$ cat src/rtl/ram_port_arbiter.sv
// Round-robin arbiter sharing one synchronous RAM port between requesters A and B.
// Issues one command at a time and steers read data back to the granted requester.
module ram_port_arbiter #(
  parameter int AW     = 4,
  parameter int DW     = 8,
  parameter int RD_LAT = 1
) (
  input  logic          clk,
  input  logic          rst,
  input  logic          a_req,
  input  logic          a_we,
  input  logic [AW-1:0] a_addr,
  input  logic [DW-1:0] a_wdata,
  output logic          a_gnt,
  output logic          a_rvalid,
  output logic [DW-1:0] a_rdata,
  input  logic          b_req,
  input  logic          b_we,
  input  logic [AW-1:0] b_addr,
  input  logic [DW-1:0] b_wdata,
  output logic          b_gnt,
  output logic          b_rvalid,
  output logic [DW-1:0] b_rdata,
  output logic          ram_en,
  output logic          ram_wen,
  output logic [AW-1:0] ram_addr,
  output logic [DW-1:0] ram_din,
  input  logic [DW-1:0] ram_dout,
  output logic          busy
);
  localparam int CW = (RD_LAT > 1) ? $clog2(RD_LAT) : 1;

  typedef enum logic [1:0] {S_IDLE, S_CMD, S_RD} state_t;
  state_t r_state, w_nxt;

  logic [CW-1:0] r_cnt;
  logic          r_last_b, r_own_b;
  logic          r_en, r_wen;
  logic [AW-1:0] r_addr;
  logic [DW-1:0] r_din;
  logic          r_a_gnt, r_b_gnt, r_a_rv, r_b_rv;
  logic [DW-1:0] r_a_rdata, r_b_rdata;

  logic          w_any, w_sel_b, w_we;
  logic [AW-1:0] w_addr;
  logic [DW-1:0] w_wdata;

  // On a tie the requester that did not win last time goes first.
  assign w_any   = a_req | b_req;
  assign w_sel_b = b_req & (~a_req | ~r_last_b);
  assign w_we    = w_sel_b ? b_we    : a_we;
  assign w_addr  = w_sel_b ? b_addr  : a_addr;
  assign w_wdata = w_sel_b ? b_wdata : a_wdata;

  always_comb begin
    w_nxt = r_state;
    case (r_state)
      S_IDLE:  if (w_any) w_nxt = S_CMD;
      S_CMD:   w_nxt = r_wen ? S_IDLE : S_RD;
      S_RD:    if (r_cnt == '0) w_nxt = S_IDLE;
      default: w_nxt = S_IDLE;
    endcase
  end

  always_ff @(posedge clk or posedge rst) begin
    if (rst) begin
      r_state   <= S_IDLE;
      r_cnt     <= '0;
      r_last_b  <= 1'b1;
      r_own_b   <= 1'b0;
      r_en      <= 1'b0;
      r_wen     <= 1'b0;
      r_addr    <= '0;
      r_din     <= '0;
      r_a_gnt   <= 1'b0;
      r_b_gnt   <= 1'b0;
      r_a_rv    <= 1'b0;
      r_b_rv    <= 1'b0;
      r_a_rdata <= '0;
      r_b_rdata <= '0;
    end else begin
      r_state <= w_nxt;
      r_en    <= 1'b0;
      r_wen   <= 1'b0;
      r_a_gnt <= 1'b0;
      r_b_gnt <= 1'b0;
      r_a_rv  <= 1'b0;
      r_b_rv  <= 1'b0;
      case (r_state)
        S_IDLE: if (w_any) begin
          r_en     <= 1'b1;
          r_wen    <= w_we;
          r_addr   <= w_addr;
          r_din    <= w_we ? w_wdata : '0;
          r_a_gnt  <= ~w_sel_b;
          r_b_gnt  <= w_sel_b;
          r_last_b <= w_sel_b;
          r_own_b  <= w_sel_b;
        end
        S_CMD: r_cnt <= CW'(RD_LAT - 1);
        S_RD: begin
          r_cnt <= r_cnt - CW'(1);
          if (r_cnt == '0) begin
            if (r_own_b) begin
              r_b_rdata <= ram_dout;
              r_b_rv    <= 1'b1;
            end else begin
              r_a_rdata <= ram_dout;
              r_a_rv    <= 1'b1;
            end
          end
        end
        default: ;
      endcase
    end
  end

  assign a_gnt    = r_a_gnt;
  assign b_gnt    = r_b_gnt;
  assign a_rvalid = r_a_rv;
  assign b_rvalid = r_b_rv;
  assign a_rdata  = r_a_rdata;
  assign b_rdata  = r_b_rdata;
  assign ram_en   = r_en;
  assign ram_wen  = r_wen;
  assign ram_addr = r_addr;
  assign ram_din  = r_din;
  assign busy     = (r_state != S_IDLE);
endmodule

$ cat config.mk
export PLATFORM = sky130hd
export DESIGN_NAME = ram_port_arbiter
export DESIGN_NICKNAME = d
export VERILOG_FILES = /design/src/rtl/ram_port_arbiter.sv
export SDC_FILE = /design/constraint.sdc
export NUM_CORES = 1
export LEC_CHECK = 0
export ABC_AREA = 1
export CELL_PAD_IN_SITES_DETAIL_PLACEMENT = 1
export CELL_PAD_IN_SITES_GLOBAL_PLACEMENT = 2
export CORE_MARGIN = 3
export CORE_UTILIZATION = 21
export CTS_CLUSTER_SIZE = 28
export DETAILED_ROUTE_END_ITERATION = 16
export GPL_TIMING_DRIVEN = 1
export MAX_ROUTING_LAYER = met4
export PLACE_DENSITY = 0.79
export REMOVE_ABC_BUFFERS = 1
export SYNTH_ARGS = -nofsm -noshare
export SYNTH_HDL_FRONTEND = slang
export SYNTH_SLANG_ARGS = --single-unit
export TNS_END_PERCENT = 10
$ cat constraint.sdc
create_clock -name clk -period 1.3 [get_ports clk]
set_clock_uncertainty 0.15 [all_clocks]
set_input_delay 0.13 -clock clk [delete_from_list [all_inputs] [get_ports clk]]
set_output_delay 0.13 -clock clk [all_outputs]
set_load 0.01 [all_outputs]
=== Word-level counts from Yosys, hierarchy flattened ===
Cells that the tools add are included.
W data, S select, Z words.

* Bits in registers: 39
* Input bits: 38
* Logic and storage cells: 57

* Add/sub/neg operators: 1
* Equal/unequal tests: 4
* Mux-type cells: 23
* Bitwise logic cells: 8
* Reductions and logical operators: 7

{| class="wikitable"
|+ Operator list
! cell !! count
|-
| $mux W8 || 2
|-
| $mux W1 || 15
|-
| $mux W2 || 3
|-
| $pmux W2 S3 || 1
|-
| $reduce_and A3 Y1 || 2
|-
| $not A1 Y1 || 5
|-
| $mux W4 || 1
|-
| $ne A2 B2 Y1 const B || 2
|-
| $reduce_and A2 Y1 || 2
|-
| $reduce_bool A2 Y1 || 2
|-
| $eq A2 B1 Y1 const B || 1
|-
| $eq A2 B2 Y1 const B || 1
|-
| $logic_not A2 Y1 || 1
|-
| $or A1 B1 Y1 || 2
|-
| $pmux W1 S2 || 1
|-
| $and A1 B1 Y1 || 1
|-
| $sub A1 B1 Y1 const B || 1
|}

=== Logic depth before layout (Yosys ltp) ===
Gate-level depths: netlist of the first run.

* Word-level depth: 6
* Mapped depth: 8
* Mapped depth without buffers: 8

=== Worst setup path after synthesis of the first run ===
Ideal clock, no wire load.

* Path kind: reg-to-reg
* Start: register r_state[0]
* End: register r_a_rdata[0] (netlist: a_rdata[0])
* Setup time: 0.126 ns
* Data arrival time: 1.143 ns
* Setup slack: -0.119 ns
* Stages on the path, launching flop included: 7
* Path through: dfrtp_1 inv_1 ha_1 nand3_1 buf_2 nand2_1 o21ai_0

* Longest elaborated chain between the ends: 2

{| class="wikitable"
|+ RTL lines
! element !! line !! RTL
|-
| start, declared || 34 || <nowiki>state_t r_state, w_nxt;</nowiki>
|-
| start signal, assigned || 82 || <nowiki>r_state <= w_nxt;</nowiki>
|-
| $eq A2 B2 Y1 || 89 || <nowiki>case (r_state)</nowiki>
|-
| $reduce_and A3 Y1 (no source line) || n/a ||
|-
| end signal, assigned || 108 || <nowiki>r_a_rdata <= ram_dout;</nowiki>
|-
| end, declared || 42 || <nowiki>logic [DW-1:0] r_a_rdata, r_b_rdata;</nowiki>
|}

No other way between the ends.
A chain may end at the register's enable or synchronous reset.

=== Worst setup path in the final report of the first run ===
* Start: register r_state[1]
* End: register r_din[5] (netlist: ram_din[5])

* Longest elaborated chain between the ends: 2

{| class="wikitable"
|+ RTL lines
! element !! line !! RTL
|-
| $logic_not A2 Y1 || 89 ||
|-
| $reduce_and A2 Y1 (no source line) || n/a ||
|-
| end signal, assigned || 94 || <nowiki>r_din <= w_we ? w_wdata : '0;</nowiki>
|-
| end, declared || 40 || <nowiki>logic [DW-1:0] r_din;</nowiki>
|}

No other way between the ends.

==> results of run 1 <==
[worst max path at each step]
| stage | end | slack, ns | cells past startpoint |
|---|---|---|---|
| after floorplan | ram_addr[3]$_DFFE_PP0P_ | -0.14 | 7 |
| after detailed placement | ram_addr[3]$_DFFE_PP0P_ | -0.38 | 8 |
| final | ram_din[5]$_DFFE_PP0P_ | -0.20 | 9 |
| after global placement | ram_addr[3]$_DFFE_PP0P_ | -0.34 | 8 |
| after global routing | ram_din[2]$_DFFE_PP0P_ | -0.31 | 9 |
| after CTS | ram_din[2]$_DFFE_PP0P_ | -0.23 | 9 |
[state kept, by name (all words and copies together), names as in the netlist]
register,count
r_state,2
r_last_b,1
ram_din,8
ram_en,1
r_cnt,1
a_gnt,1
b_rvalid,1
r_own_b,1
b_rdata,8
a_rvalid,1
ram_wen,1
a_rdata,8
b_gnt,1
ram_addr,4
[power breakdown]
group          switching, mW  internal [mW]
registers              0.273           1.76
logic                   1.41           1.48
clock network          0.456          0.572
total                   2.14           3.81
[metal layers]
layer | global-route usage | part of all wire | vias to the layer above
li1 | - | - | 794
met1 | 0.130 | 0.42 | 737
met2 | 0.202 | 0.49 | 56
met3 | 0.0434 | 0.082 | 6
met4 | 0.0320 | 0.012 | 0
met5 | - | 0 | -
[synth_stat cells]
library cell | n | area share
sky130_fd_sc_hd__nand3_1 | 6 | 0.018
sky130_fd_sc_hd__nor2_4 | 2 | 0.013
sky130_fd_sc_hd__buf_6 | 2 | 0.013
sky130_fd_sc_hd__ha_1 | 3 | 0.022
sky130_fd_sc_hd__nand2_2 | 2 | 0.0074
sky130_fd_sc_hd__o21ai_0 | 23 | 0.068
sky130_fd_sc_hd__inv_2 | 1 | 0.0022
sky130_fd_sc_hd__buf_4 | 1 | 0.0045
sky130_fd_sc_hd__o21ai_1 | 3 | 0.0089
sky130_fd_sc_hd__inv_1 | 23 | 0.051
sky130_fd_sc_hd__nor2_1 | 4 | 0.0089
sky130_fd_sc_hd__nor2_8 | 1 | 0.012
sky130_fd_sc_hd__a31oi_1 | 1 | 0.0037
sky130_fd_sc_hd__dfrtp_1 | 38 | 0.57
sky130_fd_sc_hd__nand2_1 | 78 | 0.17
sky130_fd_sc_hd__dfstp_2 | 1 | 0.016
sky130_fd_sc_hd__nand3b_1 | 1 | 0.0045
sky130_fd_sc_hd__buf_2 | 2 | 0.0060
[cells by family (layout without fill, tap and decap cells)]
| group | after synthesis | in the layout | share of synthesized area |
|---|---|---|---|
| and+or+nand+nor | 94 | 94 | 0.238 |
| buffers and inverters | 29 | 133 | 0.0774 |
| DFF | 39 | 39 | 0.581 |
| adders and majority gates | 3 | 3 | 0.0223 |
| AOI/OAI and AO/OA | 27 | 27 | 0.0811 |
[cell type report]
| type | instances | area (µm²) | area share |
|---|---|---|---|
| clock inverters | 3 | 43.8 | 0.0150 |
| inverters | 24 | 92.6 | 0.0317 |
| multi-input cells | 124 | 642 | 0.220 |
| clock buffers | 5 | 68.8 | 0.0236 |
| well taps | 102 | 128 | 0.0437 |
| flip-flops and latches | 39 | 977 | 0.335 |
| repair buffers | 101 | 967 | 0.331 |
[cells in the final DEF, fill, tap and decap left out, drive strengths merged]
cell type	netlist	layout
dfrtp	38	38
buf	5	29
a31oi	1	1
clkbuf	0	5
bufinv	0	1
nand3b	1	1
nand2	80	80
clkdlybuf4s15	0	5
clkinv	0	2
dlygate4sd2	0	30
nor2	7	7
inv	24	24
clkdlybuf4s50	0	37
nand3	6	6
ha	3	3
o21ai	26	26
dfstp	1	1
[stage by stage]
stage | total power, mW | instance area [µm²]
after floorplan | 3.14 | 1640
final | 5.94 | 2920
after global placement | 4.94 | 2730
after global routing | 6.46 | 2920
after CTS | 5.96 | 2890
after detailed placement | 5.01 | 2730
[critical path: cells and delay by family (launching register included)]
kind / cells / cell delay [ns]
DFF: 1 / 0.40
adders and majority gates: 1 / 0.15
and+or+nand+nor: 5 / 0.49
buffers and inverters: 3 / 0.25
[what timing repair did]
item	CTS	global route
resized for setup	55	13
setup endpoints to repair	73	43
pin swaps	9	5
setup buffers	3	2
==> results, run 1 <==
- STA classifies the critical path endpoint as a flop.
- The worst-case hold slack is approximately 0.051 ns.
- The clock-pin slew on the worst setup and hold paths is 0.08 ns.
- For the worst-skew pair, the clock arrives at the later sink with an insertion delay of 0.29 ns.
- Setup repair after global routing could not meet its margin everywhere.
- The width of the die is 95.5 µm.
- Synthesis produced a netlist whose cell count is roughly 190.
- Data on the critical path arrives at its endpoint at 1.58 ns.
- The final critical-path required period is ~1.5 ns.
- The count of buffers added on input and output ports is 72.
- Headroom to the max-slew limit came out at 0.828.
- Counting the fill cells in the layout gives 917.
- At the placement stage, the worst setup path has a slack of -0.376 ns.
- The layout net count is 336.
- The aggregate global-route resource usage is 0.118.
- The clock tree buffer depth is 2.
- After detailed routing, the number of remaining DRC violations is 0.
- The area overhead of the layout relative to synthesis is 73.6%.
- For this block, the initial DRC count from the detailed router was 23.
- The cell occurring most often along the worst timing path is sky130_fd_sc_hd__nand2_1.
- The routed wire length per instance is 12.2 µm.
- The hold violation total from the final report is 0.
- The number of buffers added to fix hold violations after cts is 0.
- The checks that failed: negative setup slack.
- The HPWL after detailed placement is 3710 µm.
- The number of antenna cells inserted is 0.
- The finished layout holds 398 standard cells, fillers aside.
- The tree is rooted in a sky130_fd_sc_hd__clkbuf_8.
- After floorplanning, the core was divided into 32 placement rows.
- A synthesized cell averages 8.76 µm².
- The post-detailed-routing wire length is approximately 5000 µm.
- The slack of the critical path is -0.197 ns.
- The maximum number of pins on one net before global-route repair is 40.
- The cell area after synthesis is 1680 µm².
- The required time of the critical path is 1.38 ns.
- The number of buffers created by CTS is 5.
- The routed layout has between 1500 and 2000 vias.
- The signal on the critical path passes through inv_2 -> ha_4 -> inv_4 -> buf_12 -> nor2_8 -> nand2_2 -> nor2_4 -> nand2_1 -> nand2_1.
- At the end of routability-driven placement, the weighted congestion stood at 0.701.
- The number of antenna violations at the first check in global routing is 0.
- The final cycle utilization of the critical path is 1.15.
- The endpoint of the worst register-to-register path is ram_din[5]$_DFFE_PP0P_.
- The share of final-layout standard cells stronger than drive strength 1 is 0.189.
- The first-pass GRT wire length is about 8000 µm.
- In this run the standard cell core region covers 7770 µm².
- In this run the worst path has a maximum fanout of 8.
- In this run, distinct cell masters in the synthesized netlist total 18.
- The peak supply drop is ~0.53 mV.
- The floorplan step defined a die boundary enclosing 9120 µm².
- In this run the worst setup path begins at r_state[1]$_DFFE_PP0P_.
- During synthesis, Yosys emitted a total of 0 warnings.
- TritonCTS built the clock tree.
- The number of max-capacitance violations reported is 0.
- The setup check on the worst reg-to-reg path leaves a slack of -0.20 ns.
- The length in cells of the worst reg-to-reg path is 9.
- The worst setup path category is flop to flop.
- The setup TNS is -4.35 ns.
- Once layout is complete, the utilization of the core stands at 0.376.
- The count of clock tree sinks is 39.
- At the pin with the least slew margin, the transition time is 0.258 ns.
- The sequential cell area fraction in the yosys report is 0.581.
- The run finished, with violations left.
- The startpoint type of the worst setup path is a flop.
- The y dimension of the die is roughly 95 µm.
- The flip-flop and latch count after synthesis is 39.
- 73 I/O pins were placed.
- The number of global-route vias before repair was 1718.
- Summed over all layers, the global routing overflow is 0.
- The number of pins with negative max-slew slack in the final report is 0.
- The number of nets still failing antenna checks after routing is 0.
- The count of H-tree levels built during CTS is 2.
- The startpoint identified for the worst register-to-register timing path is r_state[1]$_DFFE_PP0P_.
- In this run the static leakage power is 1.51 nW.
- The tightest min-delay check is of the input pin to async pin type.
- The final setup violation count is 35.
- Power spread over the standard cell area amounts to roughly 2000 nW/µm².
- The total placed cells including tap cells is 385.
- The maximum clock frequency is ~0.67 GHz.
- The starting utilization of the core area is 0.216.
- For this run, the slowest stage of the critical path takes 0.40 ns.
- The iteration count of the initial detailed-routing pass is 4.
- The slowest stage of the critical path is the sky130_fd_sc_hd__dfrtp_1 cell.
- The post-detailed-route via-to-cell ratio is 4.00.
Power figures use the tool's default switching activity.
==> inputs of run 2 (changes only) <==
--- a/config.mk
+++ b/config.mk
@@ -9,12 +9,12 @@
 export CELL_PAD_IN_SITES_DETAIL_PLACEMENT = 1
 export CELL_PAD_IN_SITES_GLOBAL_PLACEMENT = 2
 export CORE_MARGIN = 3
-export CORE_UTILIZATION = 21
+export CORE_UTILIZATION = 23
 export CTS_CLUSTER_SIZE = 28
 export DETAILED_ROUTE_END_ITERATION = 16
 export GPL_TIMING_DRIVEN = 1
 export MAX_ROUTING_LAYER = met4
-export PLACE_DENSITY = 0.79
+export PLACE_DENSITY = 0.82
 export REMOVE_ABC_BUFFERS = 1
 export SYNTH_ARGS = -nofsm -noshare
 export SYNTH_HDL_FRONTEND = slang
==> constraint.sdc (replaced) <==
create_clock -name clk -period 1.7 [get_ports clk]
set_clock_uncertainty 0.15 [all_clocks]
set_input_delay 0.17 -clock clk [delete_from_list [all_inputs] [get_ports clk]]
set_output_delay 0.17 -clock clk [all_outputs]
set_load 0.01 [all_outputs]
==> run 2 against run 1 <==
  * The run now ends clean
  * Core utilization grew 1.5 points
  * Critical path depth shrank 5
  * Cell area shrank 7.1%
  * Non-clock buffer count shrank 15
  * First-iteration DRC count grew 78%
  * Clock power shrank 40%
  * Critical path type is now flop to output port
  * Die area shrank 8.2%
  * Combinational power shrank 27%
  * Sequential cell count is the same
  * Sequential share of layout area grew 2.6 points
  * Global-route usage grew 0.31 points
  * Via count shrank 6.1%
==> results, run 2 (same netlist as run 1, synthesis figures left out) <==
- The worst-case hold slack was 0.0986 ns (+0.0480 ns).
- The number of global-route vias before repair is 1571 (-8.6%).
- The power density of the placed cells was 1580 nW/µm² (-23%).
- The floorplan row count is 30 (-6.3%).
- The number of buffers added to fix hold violations after cts is 0 (unchanged).
- The setup TNS is 0 ns (+4.35 ns).
- The startpoint type of the worst setup path is a flop.
- The post-detailed-route DRC marker count is 0 (unchanged).
- The maximum number of pins on one net before global-route repair was 40 (unchanged).
- The number of antenna violations at the first check in global routing came to 0 (unchanged).
- The switching power summed over all nets is 1.47 mW (-31%).
- The routed wire length per instance is 12.5 µm (+2.6%).
- The share of final-layout standard cells stronger than drive strength 1 was 0.111 (-0.0785).
- The insertion delay to the later sink of the worst-skew pair was 0.28 ns (about the same).
- Of the available clock period, the critical path in the final layout requires 0.933.
- The overall die area is 8370 µm² (-8.2%).
- The iteration count of the initial detailed-routing pass is 4 (unchanged).
- The final design utilization is 0.390 (+0.0146).
- The path class of the tightest hold or removal check is input pin to async pin.
- The post-detailed-route via-to-cell ratio is 3.98 (-0.59%).
- The transition time at the pin with the least slew margin is 0.244 ns (-0.0141 ns).
- The total placed cells including tap cells was 366 (-4.9%).
- The reg2reg setup slack was 0.14 ns (+0.34 ns).
- The post-detailed-routing wire length is 4720 µm (-3.1%).
- The tree is rooted in a sky130_fd_sc_hd__clkbuf_8.
- Leaving out fill and tap cells, the most frequent cell in the layout is sky130_fd_sc_hd__nand2_1.
- The worst setup path category is flop to output port.
- The flow ran to the end, and the final reports show no timing, DRC or antenna violations.
- The clock-pin slew on the worst setup and hold paths is 0.08 ns (about the same).
- The post-route total power came to 4.27 mW (-28%).
- The number of fillers in the final layout is 825 (-10%).
- The number of antenna cells inserted came to 0 (unchanged).
- The required time of the critical path is 1.38 ns (about the same).
- The cell-internal power came to 2.80 mW (-26%).
- The hold violation total from the final report is 0 (unchanged).
- The core area was 6940 µm² (-11%).
- The number of max-capacitance violations reported is 0 (unchanged).
- The worst setup path is captured at an output port.
- Compared with the post-synthesis result, the final layout area differs by 61.2%.
- The startpoint of the lowest-slack register-to-register path is r_state[0]$_DFFE_PP0P_.
- The proportion of total power due to net switching is 0.345 (-0.0147).
- The cell leakage power is 1.32 nW (-12%).
- The layout net count is 321 (-4.5%).
- The top fanout value on the critical path is 3 (-5).
- The clock tree buffer depth is 2 (unchanged).
- The global placement routability congestion is 0.719 (+2.7%).
- The y dimension of the die is 91.5 µm (-4.2%).
- The sequential power share was 0.366 (+0.024).
- The maximum clock frequency is approximately 0.63 GHz.
- The peak supply drop is 0.471 mV (-11%).
- The count of buffers inserted at the top-level ports came to 72 (unchanged).
- The final critical-path required period is 1.59 ns.
- The endpoint identified for the worst register-to-register timing path is ram_din[1]$_DFFE_PP0P_.
- The detailed-placement wirelength estimate was 3690 µm (-0.46%).
- The worst-case headroom to the max-slew limit is 0.837 (+0.00883).
- Setup repair after global routing left no endpoint under its margin.
- The count of clock tree sinks was 39 (unchanged).
- The starting utilization of the core area is 0.242 (+0.0257).
- The multi-input combinational cell area is 587 µm² (-8.6%).
- The boundary pin count came to 73 (unchanged).
- The initial DRC count was 41 (+78%).
- The via total after detailed routing is 1496 (-6.1%).
- The aggregate global-route resource usage is 0.121 (+0.00308).
- The final setup violation count is 0 (-100%).
- The count of H-tree levels built during CTS was 2 (unchanged).
- The post-layout instance count excluding filler cells is 376 (-5.5%).
- The number of buffers created by CTS came to 5 (unchanged).
- The library cells used most frequently in the layout, excluding fill and tap cells, are 78 x sky130_fd_sc_hd__nand2_1, 71 x sky130_fd_sc_hd__clkdlybuf4s50_1, 38 x sky130_fd_sc_hd__dfrtp_1, 23 x sky130_fd_sc_hd__o21ai_0, 21 x sky130_fd_sc_hd__inv_1.
- The share of total power in the clock network is 0.145 (-0.028).
- The clock tree from TritonCTS is yes.
- The storage element area came to 977 µm² (unchanged).
- The critical path arrival is 1.27 ns (-0.31 ns).
- The width of the die is 91.5 µm (-4.2%).
- The overall overflow remaining after global route is 0 (unchanged).
- The number of nets still failing antenna checks after routing is 0 (unchanged).
- The combinational power share is 0.489 (+0.004).
- The length in cells of the worst reg-to-reg path came to 9 (unchanged).
- The first-pass GRT wire length came to 7820 µm (-2.2%).
- The timing startpoint of the critical path is r_state[0]$_DFFE_PP0P_.
- The number of pins with negative max-slew slack in the final report is 0 (unchanged).
-- run 2: changes by cell type in the layout (fill, tap and decap cells not counted), moves of 5 or more --
cell                              previous run  this run
sky130_fd_sc_hd__o21ai_0                    15        23
sky130_fd_sc_hd__clkdlybuf4s15_1             5         0
sky130_fd_sc_hd__clkdlybuf4s50_1            37        71
sky130_fd_sc_hd__buf_4                      23        12
sky130_fd_sc_hd__o21ai_1                    11         3
sky130_fd_sc_hd__dlygate4sd2_1              30         1
-- run 2: how the worst max path moves through the flow --
stage	to	depth (start not counted)	slack [ns]
finish	busy	4	0.11
global route	ram_din[1]$_DFFE_PP0P_	9	0.01
CTS	ram_din[1]$_DFFE_PP0P_	9	0.007
detailed placement	ram_din[5]$_DFFE_PP0P_	9	-0.02
global placement	ram_din[5]$_DFFE_PP0P_	9	0.002
floorplan	ram_addr[3]$_DFFE_PP0P_	7	0.26
-- run 2: timing repair --
action / 4_1_cts / 5_1_grt
pin swaps: 1 / 3
setup buffers: 0 / 3
endpoints found under the hold margin: 0 / 0
endpoints found under the setup margin: 8 / 7
gates resized for setup: 4 / 1
-- run 2: cell type report --
| cell class | instances | area share |
|---|---|---|
| Sequential cell | 39 | 0.360 |
| Timing Repair Buffer | 86 | 0.313 |
| Multi-Input combinational cell | 124 | 0.216 |
| Tap cell | 96 | 0.0443 |
| Inverter | 24 | 0.0332 |
| Clock buffer | 6 | 0.0305 |
| Clock inverter | 1 | 0.00185 |
-- run 2: layer usage --
layer / routed length (µm) / vias up / GRT usage / part of all wire
met4: 27 / 0 / 0.0302 / 0.0057
met2: 2270 / 57 / 0.195 / 0.48
li1: - / 761 / - / -
met3: 366 / 2 / 0.0423 / 0.078
met1: 2060 / 676 / 0.145 / 0.44
met5: 0 / - / - / 0
-- run 2: power by group through the flow --
stage / Combinational (mW) / Clock [mW] / Sequential (mW)
final: 2.09 / 0.620 / 1.56
after detailed placement: 2.07 / 0 / 1.59
after global placement: 2.03 / 0 / 1.57
after floorplan: 0.680 / 0 / 1.72
after global routing: 2.32 / 0.696 / 1.62
after CTS: 2.11 / 0.660 / 1.57
-- run 2: stage by stage --
stage          worst slack (ns)  instance area, µm²
4_1_cts                 0.00706                2690
3_3_place_gp            0.00192                2590
2_1_floorplan             0.256                1640
3_5_place_dp            -0.0220                2590
5_1_grt                  0.0132                2710
6_report                  0.114                2710
-- run 2: critical path: stages, from the launching register on --
cell                            delay (ns)
sky130_fd_sc_hd__dfrtp_1              0.41
sky130_fd_sc_hd__inv_2                0.09
sky130_fd_sc_hd__ha_4                 0.16
sky130_fd_sc_hd__inv_2                0.05
sky130_fd_sc_hd__dlygate4sd2_1        0.28
